**config.mk**
```make
export PLATFORM = sky130hd
export DESIGN_NAME = mem_stage_lsu
export DESIGN_NICKNAME = d
export VERILOG_FILES = /design/src/rtl/mem_stage_lsu.sv
export SDC_FILE = /design/constraint.sdc
export NUM_CORES = 1
export LEC_CHECK = 0
export CORE_MARGIN = 3
export CORE_UTILIZATION = 25
export CTS_CLUSTER_DIAMETER = 150
export CTS_CLUSTER_SIZE = 40
export DETAILED_ROUTE_END_ITERATION = 10
export SYNTH_ARGS = -nofsm -noshare
export SYNTH_HDL_FRONTEND = slang
export SYNTH_SLANG_ARGS = --single-unit
```
**constraint.sdc**
```tcl
create_clock -name CLK -period 2.3 [get_ports CLK]
set_input_delay 0.46 -clock CLK [delete_from_list [all_inputs] [get_ports CLK]]
set_output_delay 0.46 -clock CLK [all_outputs]
set_load 0.05 [all_outputs]
```
**src/rtl/mem_stage_lsu.sv**
```systemverilog
// rtl/mem_stage_lsu.sv - memory-stage load/store unit with single-outstanding valid/ready bus
module mem_stage_lsu #(
    parameter int TIMEOUT = 16,
    parameter int ADDR_W  = 32
) (
    input  logic              CLK,
    input  logic              RST,
    input  logic              RegWriteM,
    input  logic [1:0]        ResultSrcM,
    input  logic              MemWriteM,
    input  logic [ADDR_W-1:0] ALUResultM,
    input  logic [31:0]       WriteDataM,
    input  logic [1:0]        MemSizeM,
    input  logic              MemSignM,
    output logic [31:0]       ReadDataM,
    output logic              StallM,
    output logic              misalign_err,
    output logic              bus_err,
    output logic              mem_req,
    output logic              mem_we,
    output logic [ADDR_W-1:0] mem_addr,
    output logic [3:0]        mem_be,
    output logic [31:0]       mem_wdata,
    input  logic              mem_ready,
    input  logic [31:0]       mem_rdata
);

    typedef enum logic [1:0] {
        S_IDLE = 2'd0,
        S_REQ  = 2'd1,
        S_DONE = 2'd2
    } state_t;

    state_t            state_q, state_d;
    logic [7:0]        cnt_q, cnt_d;
    logic              mem_req_q, mem_req_d;
    logic              mem_we_q, mem_we_d;
    logic [ADDR_W-1:0] mem_addr_q, mem_addr_d;
    logic [3:0]        mem_be_q, mem_be_d;
    logic [31:0]       mem_wdata_q, mem_wdata_d;
    logic [31:0]       rdata_q, rdata_d;
    logic              bus_err_q, bus_err_d;
    logic [1:0]        lsb_q, lsb_d;
    logic [1:0]        size_q, size_d;
    logic              zext_q, zext_d;

    logic              is_load;
    logic              is_mem;
    logic              access;
    logic [3:0]        be_c;
    logic [31:0]       wdata_c;
    logic [31:0]       shifted;
    logic [31:0]       load_ext;

    // RegWriteM is carried on the port for hazard visibility only.
    logic              unused_regwrite;
    assign unused_regwrite = RegWriteM;

    assign is_load = (ResultSrcM == 2'b01);
    assign is_mem  = MemWriteM | is_load;

    // Alignment and size legality of the current M-stage memory instruction
    always_comb begin
        misalign_err = 1'b0;
        if (is_mem) begin
            case (MemSizeM)
                2'd0:    misalign_err = 1'b0;
                2'd1:    misalign_err = ALUResultM[0];
                2'd2:    misalign_err = (ALUResultM[1:0] != 2'b00);
                default: misalign_err = 1'b1;
            endcase
        end
    end

    assign access = is_mem & ~misalign_err;

    // Byte-lane enables and lane-replicated store data for the request beat
    always_comb begin
        be_c    = 4'b1111;
        wdata_c = WriteDataM;
        case (MemSizeM)
            2'd0: begin
                be_c    = 4'b0001 << ALUResultM[1:0];
                wdata_c = {4{WriteDataM[7:0]}};
            end
            2'd1: begin
                be_c    = 4'b0011 << ALUResultM[1:0];
                wdata_c = {2{WriteDataM[15:0]}};
            end
            default: begin
                be_c    = 4'b1111;
                wdata_c = WriteDataM;
            end
        endcase
    end

    // Load lane extraction from the address and size latched when the request launched
    always_comb begin
        shifted  = mem_rdata >> {lsb_q, 3'b000};
        load_ext = mem_rdata;
        case (size_q)
            2'd0:    load_ext = zext_q ? {24'd0, shifted[7:0]} : {{24{shifted[7]}}, shifted[7:0]};
            2'd1:    load_ext = zext_q ? {16'd0, shifted[15:0]} : {{16{shifted[15]}}, shifted[15:0]};
            default: load_ext = mem_rdata;
        endcase
    end

    // Next-state and registered-output computation for the IDLE/REQ/DONE sequencer
    always_comb begin
        state_d     = state_q;
        cnt_d       = cnt_q;
        mem_req_d   = mem_req_q;
        mem_we_d    = mem_we_q;
        mem_addr_d  = mem_addr_q;
        mem_be_d    = mem_be_q;
        mem_wdata_d = mem_wdata_q;
        rdata_d     = rdata_q;
        bus_err_d   = 1'b0;
        lsb_d       = lsb_q;
        size_d      = size_q;
        zext_d      = zext_q;
        case (state_q)
            S_IDLE: begin
                if (access) begin
                    state_d     = S_REQ;
                    cnt_d       = 8'd0;
                    mem_req_d   = 1'b1;
                    mem_we_d    = MemWriteM;
                    mem_addr_d  = {ALUResultM[ADDR_W-1:2], 2'b00};
                    mem_be_d    = be_c;
                    mem_wdata_d = wdata_c;
                    lsb_d       = ALUResultM[1:0];
                    size_d      = MemSizeM;
                    zext_d      = MemSignM;
                end
            end
            S_REQ: begin
                if (mem_ready) begin
                    state_d   = S_DONE;
                    mem_req_d = 1'b0;
                    if (!mem_we_q) begin
                        rdata_d = load_ext;
                    end
                end else if (cnt_q == 8'(TIMEOUT - 1)) begin
                    state_d   = S_DONE;
                    mem_req_d = 1'b0;
                    rdata_d   = 32'd0;
                    bus_err_d = 1'b1;
                end else begin
                    cnt_d = cnt_q + 8'd1;
                end
            end
            default: begin
                state_d = S_IDLE;
            end
        endcase
    end

    // State register with synchronous active-high reset
    always_ff @(posedge CLK) begin
        if (RST) begin
            state_q     <= S_IDLE;
            cnt_q       <= 8'd0;
            mem_req_q   <= 1'b0;
            mem_we_q    <= 1'b0;
            mem_addr_q  <= '0;
            mem_be_q    <= 4'd0;
            mem_wdata_q <= 32'd0;
            rdata_q     <= 32'd0;
            bus_err_q   <= 1'b0;
            lsb_q       <= 2'd0;
            size_q      <= 2'd0;
            zext_q      <= 1'b0;
        end else begin
            state_q     <= state_d;
            cnt_q       <= cnt_d;
            mem_req_q   <= mem_req_d;
            mem_we_q    <= mem_we_d;
            mem_addr_q  <= mem_addr_d;
            mem_be_q    <= mem_be_d;
            mem_wdata_q <= mem_wdata_d;
            rdata_q     <= rdata_d;
            bus_err_q   <= bus_err_d;
            lsb_q       <= lsb_d;
            size_q      <= size_d;
            zext_q      <= zext_d;
        end
    end

    // Stall while launching a request and while it is outstanding; never during reset
    always_comb begin
        StallM = 1'b0;
        if (!RST) begin
            StallM = ((state_q == S_IDLE) && access) || (state_q == S_REQ);
        end
    end

    assign mem_req   = mem_req_q;
    assign mem_we    = mem_we_q;
    assign mem_addr  = mem_addr_q;
    assign mem_be    = mem_be_q;
    assign mem_wdata = mem_wdata_q;
    assign ReadDataM = rdata_q;
    assign bus_err   = bus_err_q;

endmodule

```
==> results of run 1 <==
state kept, by name, summed over array words and instances (netlist names):
| signal | flops |
|---|---|
| ReadDataM | 32 |
| mem_wdata | 32 |
| mem_addr | 30 |
| cnt_q | 8 |
| mem_be | 4 |
| lsb_q | 2 |
| size_q | 2 |
| state_q | 2 |
| bus_err | 1 |
| mem_req | 1 |
| mem_we | 1 |
| zext_q | 1 |
cell type report:
type | count | area, um^2
clock buffer | 23 | 468
clock inverter | 9 | 151
fill | 2020 | 11400
inverter | 11 | 41.3
multi-input combinational | 438 | 2620
sequential | 116 | 2320
tap | 265 | 332
timing repair buffer | 252 | 2480
path summary, 6_finish.rpt:
| check | end | slack (ns) | cells past startpoint |
|---|---|---|---|
| max reg2reg | ReadDataM[27] | 0.27 | 5 |
| max | StallM | 0.06 | 6 |
| min | mem_addr[5] | 0.45 | 2 |
| min reg2reg | mem_addr[5] | 0.45 | 2 |
kinds of logic (layout without fill, tap and decap cells):
family	count (synthesis)	after routing
fa+ha+maj	1	1
simple gates	212	212
xor+xnor	2	2
buf+inv	65	295
other cells	1	2
mux	36	36
flops	116	116
compound gates	185	185
cell usage in the layout (no fill, tap or decap), drive strengths merged, types with 3 or more instances in the layout:
master	n
nor2b	3
nand2b	9
mux2i	33
o211ai	22
clkbuf	23
a21o	7
a22o	7
nor3	11
dfxtp	116
nand2	130
buf	48
a311oi	10
a211oi	9
or3	5
clkinv	4
clkdlybuf4s50	203
bufinv	4
a21oi	87
inv	11
o21ai	10
nand3	16
a22oi	16
nor2	26
and3	3
o2111ai	6
power groups by stage:
stage / clock (mW) / sequential (mW) / combinational [mW]
3_5_place_dp: 0 / 2.24 / 1.40
5_1_grt: 2.97 / 2.21 / 1.49
4_1_cts: 2.87 / 2.20 / 1.41
3_3_place_gp: 0 / 2.23 / 1.40
2_1_floorplan: 0 / 2.60 / 0.410
6_report: 2.81 / 2.20 / 1.40
routing by layer:
layer	GRT usage	wire [um]
met1	0.187	7560
met4	0.0462	285
met5	0	0
met3	0.0589	1310
met2	0.263	8670
critical path: stages:
cell and delay, ns:
clkdlybuf4s50_1 0.57, nor3_2 0.06, buf_4 0.16, o221ai_4 0.26, a21oi_4 0.11, buf_12 0.16
stage by stage:
stage | TNS [ns] | power [mW]
finish | 0 | 6.41
global route | -0.0225 | 6.67
CTS | 0 | 6.47
detailed placement | -4.15 | 3.64
global placement | -3.99 | 3.64
floorplan | 0 | 3.01
timing repair:
action / CTS / global route
endpoints found under the setup margin: 1 / 5
pin swaps: 0 / 1
gates resized for setup: 1 / 6
==> qor.yml, run 1 <==
synthesis:
  yosys_register_bits: 116
  synth_fa_ha_area_frac: 0.00244
  async_flop_share: 0
  yosysTopAreaCellShare: 0.453
  yosys_warnings: 0
  synthSimpleGateAreaFrac: 0.179
  syn_area_per_cell_um2: 8.29
  synth_mux_area_frac: 0.0755
  synth_ff_type: "dfxtp_1"
  syn-cell-area_um2: 5120
  synth_xor_area_frac: 0.00342
  ys_seq_area_frac: 0.453
  synth-compound-area-share: 0.233
  synth_most_common_cell: "nand2_1"
  synth_top_family_by_area: "compound AO/OA/AOI/OAI gates"
  netlist_top_cells_area: "dfxtp_1, nand2_1, a21oi_1, mux2i_1, clkbuf_1"
  yosys.area.top_type: "dfxtp_1"
  synth_cells: 618
  synth_common_cells: "nand2_1, dfxtp_1, a21oi_1"
  synth_edf_count: 0
  synth.distinct_cells: 49
timing:
  tightest_slew_ns: 0.737
  finalCritPeriodShare: 0.975
  whs_ns: 0.451
  slew_headroom: 0.504
  hold_viol: 0
  fin_ws_ns: 0.0568
  slew_viol_final: 0
  fmax_mhz: 446
  setup_violations: 0
  skew_ns: 0.00898
  fin_crit_ns: 2.24
clocking:
  cts_tree: "done"
  numCtsBuffers: 17
  root_buffer: "clkbuf_16"
  htreeDepth: 4
  clk_latency_ns: 0.41
  cts_setup_buffers: 0
  hold_buffers: 0
  cts_max_path_buffers: 2
  clk_pin_slew_ns: 0.05
  cts.sinks: 116
die:
  die_h_um: 149
  dieWidth_um: 149
  row_count: 51
  die_area_um2: 22200
  ios: 211
  core-area_um2: 19800
  start_util: 0.259
global_routing:
  antenna_found_initial: 0
  grt_usage: 0.157
  first_global_vias: 5058
  grt_max_degree: 52
  grt_pass1_wl_mm: 27.5
  grt_overflow: 0
critical_path:
  endpoint_kind: "primary output"
  path_class: "in2out"
  required_ns: 1.84
  r2r_start: "state_q[1]"
  startpoint_type: "primary input"
  cp_data_arrival_time_ns: 1.78
  setup.worst_path.start: "ALUResultM[0]"
  critPathMaxFanout: 5
power:
  ir_drop_mv: 0.488
  pwr-share-seq: 0.343
  p_leak_nw: 3.07
  power_switching_mw: 1.84
  p_sw_frac: 0.287
  power_density_nw_per_um2: 761
  clockPowerShare: 0.438
  p_comb_frac: 0.219
  p_int_mw: 4.57
detailed_routing:
  dr.pass1.iters: 4
  initialDrtViolationCount: 260
  antenna_left: 0
  wl_per_cell_um: 16.0
  wl_mm: 17.8
  vias: 5180
  avgViaCountPerCell: 4.65
  drc_errors: 0
finish:
  drive_above_1_share: 0.106
  area_delta_synth_final_pct: 64.2
  n_antenna_cell: 0
  final_area_um2: 8410
  instances_no_fill: 1114
  final_nets: 943
  postLayoutCoreUtil: 0.425
hold_path:
  hp-start: "mem_addr[5]"
  min_path_type: "reg2reg"
job:
  cap_violations: 0
placement:
  port_buffers: 207
  dp_slack_ns: -0.206
  place_congestion: 0.798
  place_inst: 1082
  dpl_cell_area_um2: 7750
  place_hpwl_mm: 12.9
run_status:
  status: "complete, no violations"
(Power assumes the default switching activity.)
==> inputs of run 2 (changes only) <==
--- a/config.mk
+++ b/config.mk
@@ -10,6 +10,7 @@
 export CTS_CLUSTER_DIAMETER = 150
 export CTS_CLUSTER_SIZE = 40
 export DETAILED_ROUTE_END_ITERATION = 10
+export RECOVER_POWER = 25
 export SYNTH_ARGS = -nofsm -noshare
 export SYNTH_HDL_FRONTEND = slang
 export SYNTH_SLANG_ARGS = --single-unit
==> run 2 against run 1 <==
  * Global-route usage stayed put
  * Non-clock buffer count stayed put
  * Wire length hardly changed
  * Largest power group unchanged
  * Highest routed layer unchanged
==> qor.yml, run 2 (synthesis results as in run 1) <==
critical_path:
  path_class: "in2out"  # unchanged
  endpoint_kind: "primary output"  # unchanged
  r2r_start: "state_q[1]"  # unchanged
  timing.rr.end: "ReadDataM[27]"  # unchanged
  startpoint_type: "primary input"  # unchanged
  required_ns: 1.84  # about the same
  cp_data_arrival_time_ns: 1.78  # about the same
  critPathMaxFanout: 5  # unchanged
  rrSetupSlack_ns: 0.27  # about the same
  r2r.worst_path.cells: 5  # unchanged
  setup.worst_path.start: "ALUResultM[0]"  # unchanged
power:
  p_leak_nw: 3.05  # was 3.07 nW
  power_density_nw_per_um2: 763  # was 761 nW/um^2
  p_int_mw: 4.56  # was 4.57 mW
  ir_drop_mv: 0.488  # about the same
  clockPowerShare: 0.439  # was 0.438
  power.total_mw: 6.40  # was 6.41 mW
  p_sw_frac: 0.287  # about the same
  power_switching_mw: 1.84  # about the same
  p_comb_frac: 0.218  # was 0.219
  pwr-share-seq: 0.343  # about the same
clocking:
  numCtsBuffers: 17  # unchanged
  clk_pin_slew_ns: 0.05  # about the same
  cts_setup_buffers: 0  # unchanged
  cts.sinks: 116  # unchanged
  clk_latency_ns: 0.41  # about the same
  cts_tree: "done"  # unchanged
  hold_buffers: 0  # unchanged
  cts_max_path_buffers: 2  # unchanged
  htreeDepth: 4  # unchanged
  root_buffer: "clkbuf_16"  # unchanged
global_routing:
  grt_pass1_wl_mm: 27.5  # unchanged
  grt_overflow: 0  # unchanged
  antenna_found_initial: 0  # unchanged
  first_global_vias: 5058  # unchanged
  grt_max_degree: 52  # unchanged
  grt_usage: 0.157  # unchanged
die:
  dieWidth_um: 149  # unchanged
  die_area_um2: 22200  # unchanged
  core-area_um2: 19800  # unchanged
  ios: 211  # unchanged
  die_h_um: 149  # unchanged
  start_util: 0.259  # unchanged
  row_count: 51  # unchanged
detailed_routing:
  wl_mm: 17.8  # about the same
  vias: 5176  # was 5180
  antenna_left: 0  # unchanged
  initialDrtViolationCount: 263  # was 260
  dr.pass1.iters: 4  # unchanged
  avgViaCountPerCell: 4.65  # about the same
  wl_per_cell_um: 16.0  # about the same
  drc_errors: 0  # unchanged
timing:
  skew_ns: 0.00900  # was 0.00898 ns
  setup_tns_ns: 0  # unchanged
  slew_viol_final: 0  # unchanged
  finalCritPeriodShare: 0.972  # was 0.975
  fin_crit_ns: 2.24  # about the same
  tightest_slew_ns: 0.738  # was 0.737 ns
  hold_viol: 0  # unchanged
  setup_violations: 0  # unchanged
  fmax_mhz: 447  # was 446 MHz
  slew_headroom: 0.504  # about the same
job:
  cap_violations: 0  # unchanged
placement:
  place_congestion: 0.798  # unchanged
  port_buffers: 207  # unchanged
  place_hpwl_mm: 12.9  # unchanged
hold_path:
  min_to: "mem_addr[5]"  # unchanged
  min_path_type: "reg2reg"  # unchanged
  hp-start: "mem_addr[5]"  # unchanged
  hold_depth: 2  # unchanged
finish:
  mostFrequentLayoutCells: "clkdlybuf4s50_1, nand2_1, dfxtp_1"  # unchanged
  drive_above_1_share: 0.102  # was 0.106
  final_common_cell: "clkdlybuf4s50_1"  # unchanged
  final_nets: 943  # unchanged
  multi_input_area_um2: 2610  # was 2620 um^2
  nFillCells: 2026  # was 2020
  n_antenna_cell: 0  # unchanged
  area_delta_synth_final_pct: 63.8  # was 64.2%
  seqCellArea_um2: 2320  # unchanged
run_status:
  status: "complete, no violations"  # unchanged
## run 2: cell types whose count changed in the layout (fill, tap and decap cells not counted)
cell | before | now
clkbuf_2 | 0 | 1
buf_4 | 42 | 39
o221a_1 | 0 | 1
clkbuf_1 | 4 | 6
o221a_4 | 1 | 0
## run 2: area by class of cell
class	instances	area share
Multi-Input combinational cell	438	0.311
Timing Repair Buffer	252	0.294
Sequential cell	116	0.277
Clock buffer	23	0.0558
Tap cell	265	0.0395
Clock inverter	9	0.0180
Inverter	11	0.00492
## run 2: worst max-delay path: stages
cell,delay (ns)
clkdlybuf4s50_1,0.56
nor3_2,0.06
buf_4,0.16
o221ai_4,0.26
a21oi_4,0.11
buf_12,0.16
## run 2: repair_timing
action / 4_1_cts / 5_1_grt
endpoints found under the setup margin: 1 / 5
resized for setup: 1 / 6
pin swaps: 0 / 1
## run 2: how the worst max path moves through the flow
stage	endpoint	cells after the start
3_5_place_dp	ReadDataM[1]	6
4_1_cts	StallM	6
5_1_grt	StallM	6
6_report	StallM	6
3_3_place_gp	ReadDataM[2]	6
2_1_floorplan	StallM	4
## run 2: per-layer routing
metal / up-vias / routed length (um) / global-route usage
met3: 18 / 1300 / 0.0589
met2: 141 / 8660 / 0.263
li1: 2628 / - / -
met4: 0 / 282 / 0.0462
met5: - / 0 / 0
met1: 2389 / 7570 / 0.187
## run 2: power by group through the flow
stage	logic (mW)	registers, mW	clock network, mW
floorplan	0.410	2.60	0
global placement	1.40	2.23	0
detailed placement	1.40	2.24	0
CTS	1.41	2.20	2.87
global route	1.49	2.21	2.97
finish	1.40	2.20	2.81
## run 2: metrics by stage
stage                util  hold WS [ns]  cells  instance area [um^2]  worst slack [ns]
global route        0.424         0.445   1114                  8390           -0.0142
finish              0.424         0.451   1114                  8390            0.0636
floorplan               -         0.458    619                  5130            0.0840
detailed placement  0.392         0.446   1082                  7750            -0.206
global placement    0.392         0.440   1082                  7750            -0.218
CTS                 0.423         0.429   1114                  8380            0.0125
==> inputs of run 3 (changes only) <==
--- a/config.mk
+++ b/config.mk
@@ -5,11 +5,14 @@
 export SDC_FILE = /design/constraint.sdc
 export NUM_CORES = 1
 export LEC_CHECK = 0
+export CAP_MARGIN = 10
+export CORE_ASPECT_RATIO = 2
 export CORE_MARGIN = 3
-export CORE_UTILIZATION = 25
+export CORE_UTILIZATION = 43
 export CTS_CLUSTER_DIAMETER = 150
 export CTS_CLUSTER_SIZE = 40
 export DETAILED_ROUTE_END_ITERATION = 10
+export PLACE_DENSITY = 0.8
 export RECOVER_POWER = 25
 export SYNTH_ARGS = -nofsm -noshare
 export SYNTH_HDL_FRONTEND = slang
==> run 3 against run 2 <==
  * Clock power is 15% lower
  * Power is 6.9% lower
  * Global-route usage is 9.6 points higher
  * Cell count is 12% lower
  * Final area is 4.0% lower
  * Count of clock-buffer cells in the layout is 6 lower
  * Wire length is 2.6% lower
  * Setup slack worse by 0.0031 ns
  * Maximum frequency is 0.14% lower
  * Critical path type unchanged
  * Largest cell class unchanged
==> qor.yml, run 3 (synthesis results as in run 1) <==
run_status:
  status: "complete, no violations"  # unchanged
timing:
  finalCritPeriodShare: 0.974  # was 0.972
  fmax_mhz: 447  # about the same
  rsz0062_at_grt: "true"
  hold_viol: 0  # unchanged
  skew_ns: 0.00725  # was 0.00900 ns
  setup_violations: 0  # unchanged
  slew_viol_final: 0  # unchanged
  fin_ws_ns: 0.0606  # was 0.0636 ns
  fin_crit_ns: 2.24  # about the same
  slew_headroom: 0.514  # was 0.504
  tightest_slew_ns: 0.722  # was 0.738 ns
  setup_tns_ns: 0  # unchanged
clocking:
  cts.sinks: 116  # unchanged
  clk_pin_slew_ns: 0.05  # about the same
  cts_tree: "done"  # unchanged
  hold_buffers: 0  # unchanged
  cts_max_path_buffers: 2  # unchanged
  htreeDepth: 4  # unchanged
  numCtsBuffers: 17  # unchanged
  root_buffer: "clkbuf_16"  # unchanged
  cts_setup_buffers: 0  # unchanged
  clk_latency_ns: 0.40  # was 0.41 ns
finish:
  postLayoutCoreUtil: 0.701  # was 0.424
  drive_above_1_share: 0.0946  # was 0.102
  mostFrequentLayoutCells: "clkdlybuf4s50_1, nand2_1, dfxtp_1"  # unchanged
  n_antenna_cell: 0  # unchanged
  final_nets: 931  # was 943
  final_common_cell: "clkdlybuf4s50_1"  # unchanged
  instances_no_fill: 977  # was 1114
  area_delta_synth_final_pct: 57.3  # was 63.8%
critical_path:
  critPathSlowestCell: "clkdlybuf4s50_1"  # unchanged
  critPathMaxFanout: 3  # was 5
  path_class: "in2out"  # unchanged
  cp_common_cell: "buf_4"
  crit_chain: "clkdlybuf4s50_1, nor3_2, buf_4, buf_4, nor3_2, buf_4, buf_12"  # was clkdlybuf4s50_1, nor3_2, buf_4, o221ai_4, a21oi_4, buf_12
  endpoint_kind: "primary output"  # unchanged
  setup.worst_path.start: "ALUResultM[0]"  # unchanged
  cp_data_arrival_time_ns: 1.78  # about the same
  slowest_delay_ns: 0.55  # was 0.56 ns
  critical_path.top_delay_family: "buffers and inverters"  # unchanged
  required_ns: 1.84  # about the same
  r2r_start: "state_q[1]"  # unchanged
  cp_num_buf_inv: 5  # was 3
  startpoint_type: "primary input"  # unchanged
detailed_routing:
  wl_met3_mm: 1.21  # was 1.30 mm
  vias: 5486  # was 5176
  antenna_left: 0  # unchanged
  wl_met1_mm: 5.94  # was 7.57 mm
  routed.top_layer: "met4"  # unchanged
  avgViaCountPerCell: 5.62  # was 4.65
  drc_errors: 0  # unchanged
  dr.pass1.iters: 4  # unchanged
  initialDrtViolationCount: 256  # was 263
  wl_per_cell_um: 17.8  # was 16.0 um
  wl_mm: 17.4  # was 17.8 mm
  wl_met2_mm: 9.24  # was 8.66 mm
die:
  die_area_um2: 13300  # was 22200 um^2
  die_h_um: 160  # was 149 um
  core-area_um2: 11500  # was 19800 um^2
  start_util: 0.446  # was 0.259
  row_count: 55  # was 51
  ios: 211  # unchanged
  dieWidth_um: 83.2  # was 149 um
placement:
  place_inst: 947  # was 1082
  dp_slack_ns: -0.260  # was -0.206 ns
  port_buffers: 207  # unchanged
  place_congestion: 0.931  # was 0.798
  place_hpwl_mm: 13.0  # was 12.9 mm
hold_path:
  hp-start: "RST"  # was mem_addr[5]
  min_path_type: "in2reg"  # was reg2reg
power:
  pwr-share-seq: 0.369  # was 0.343
  ir_drop_mv: 0.561  # was 0.488 mV
  power.total_mw: 5.96  # was 6.40 mW
  power_switching_mw: 1.82  # was 1.84 mW
  power_density_nw_per_um2: 739  # was 763 nW/um^2
  p_leak_nw: 2.96  # was 3.05 nW
  p_comb_frac: 0.231  # was 0.218
  clockPowerShare: 0.399  # was 0.439
  p_int_mw: 4.14  # was 4.56 mW
  p_sw_frac: 0.305  # was 0.287
global_routing:
  grt_usage: 0.253  # was 0.157
  grt_overflow: 0  # unchanged
  first_global_vias: 5689  # was 5058
  grt_pass1_wl_mm: 27.4  # was 27.5 mm
  antenna_found_initial: 0  # unchanged
  grt_max_degree: 60  # was 52
job:
  cap_violations: 0  # unchanged
==> run 3: cell types whose count changed in the layout (fill, tap and decap cells not counted), sizes merged <==
| cell | before | now |
|---|---|---|
| clkinvlp | 1 | 4 |
| clkinv | 4 | 8 |
| dlygate4sd3 | 0 | 1 |
| clkdlybuf4s50 | 203 | 202 |
| bufinv | 4 | 1 |
| buf | 45 | 35 |
| clkbuf | 26 | 18 |
==> run 3: repair_timing <==
action / 4_1_cts / 5_1_grt
setup endpoints to repair: 1 / 24
resized for setup: 1 / 4
pin swaps: 1 / 2
==> run 3: through the flow <==
step	cell area [um^2]	hold WS [ns]
4_1_cts	8040	0.414
2_1_floorplan	5130	0.458
3_3_place_gp	7500	0.441
6_report	8060	0.427
5_1_grt	8060	0.439
3_5_place_dp	7500	0.448
==> run 3: final timing paths <==
kind                    to  slack [ns]  cells past startpoint
min reg2reg   mem_addr[21]        0.45                      2
max reg2reg  ReadDataM[16]        0.25                      5
max           misalign_err        0.06                      7
min                bus_err        0.43                      2
==> run 3: area by class of cell <==
cell class	instances	area (um^2)
inverter	11	41.3
clock buffer	17	425
multi-input combinational	438	2600
tap	142	178
timing repair buffer	240	2370
sequential	116	2320
clock inverter	13	115
fill	920	3430
==> run 3: routing by layer <==
metal | vias to the layer above | global-route usage
met5 | - | 0
met3 | 58 | 0.0698
met1 | 2557 | 0.242
met4 | 0 | 0.169
li1 | 2599 | -
met2 | 272 | 0.462
==> run 3: power groups by stage <==
stage	registers, mW	clock network, mW	logic [mW]
5_1_grt	2.21	2.53	1.45
6_report	2.20	2.38	1.38
2_1_floorplan	2.60	0	0.410
4_1_cts	2.20	2.43	1.38
3_5_place_dp	2.24	0	1.37
3_3_place_gp	2.23	0	1.35
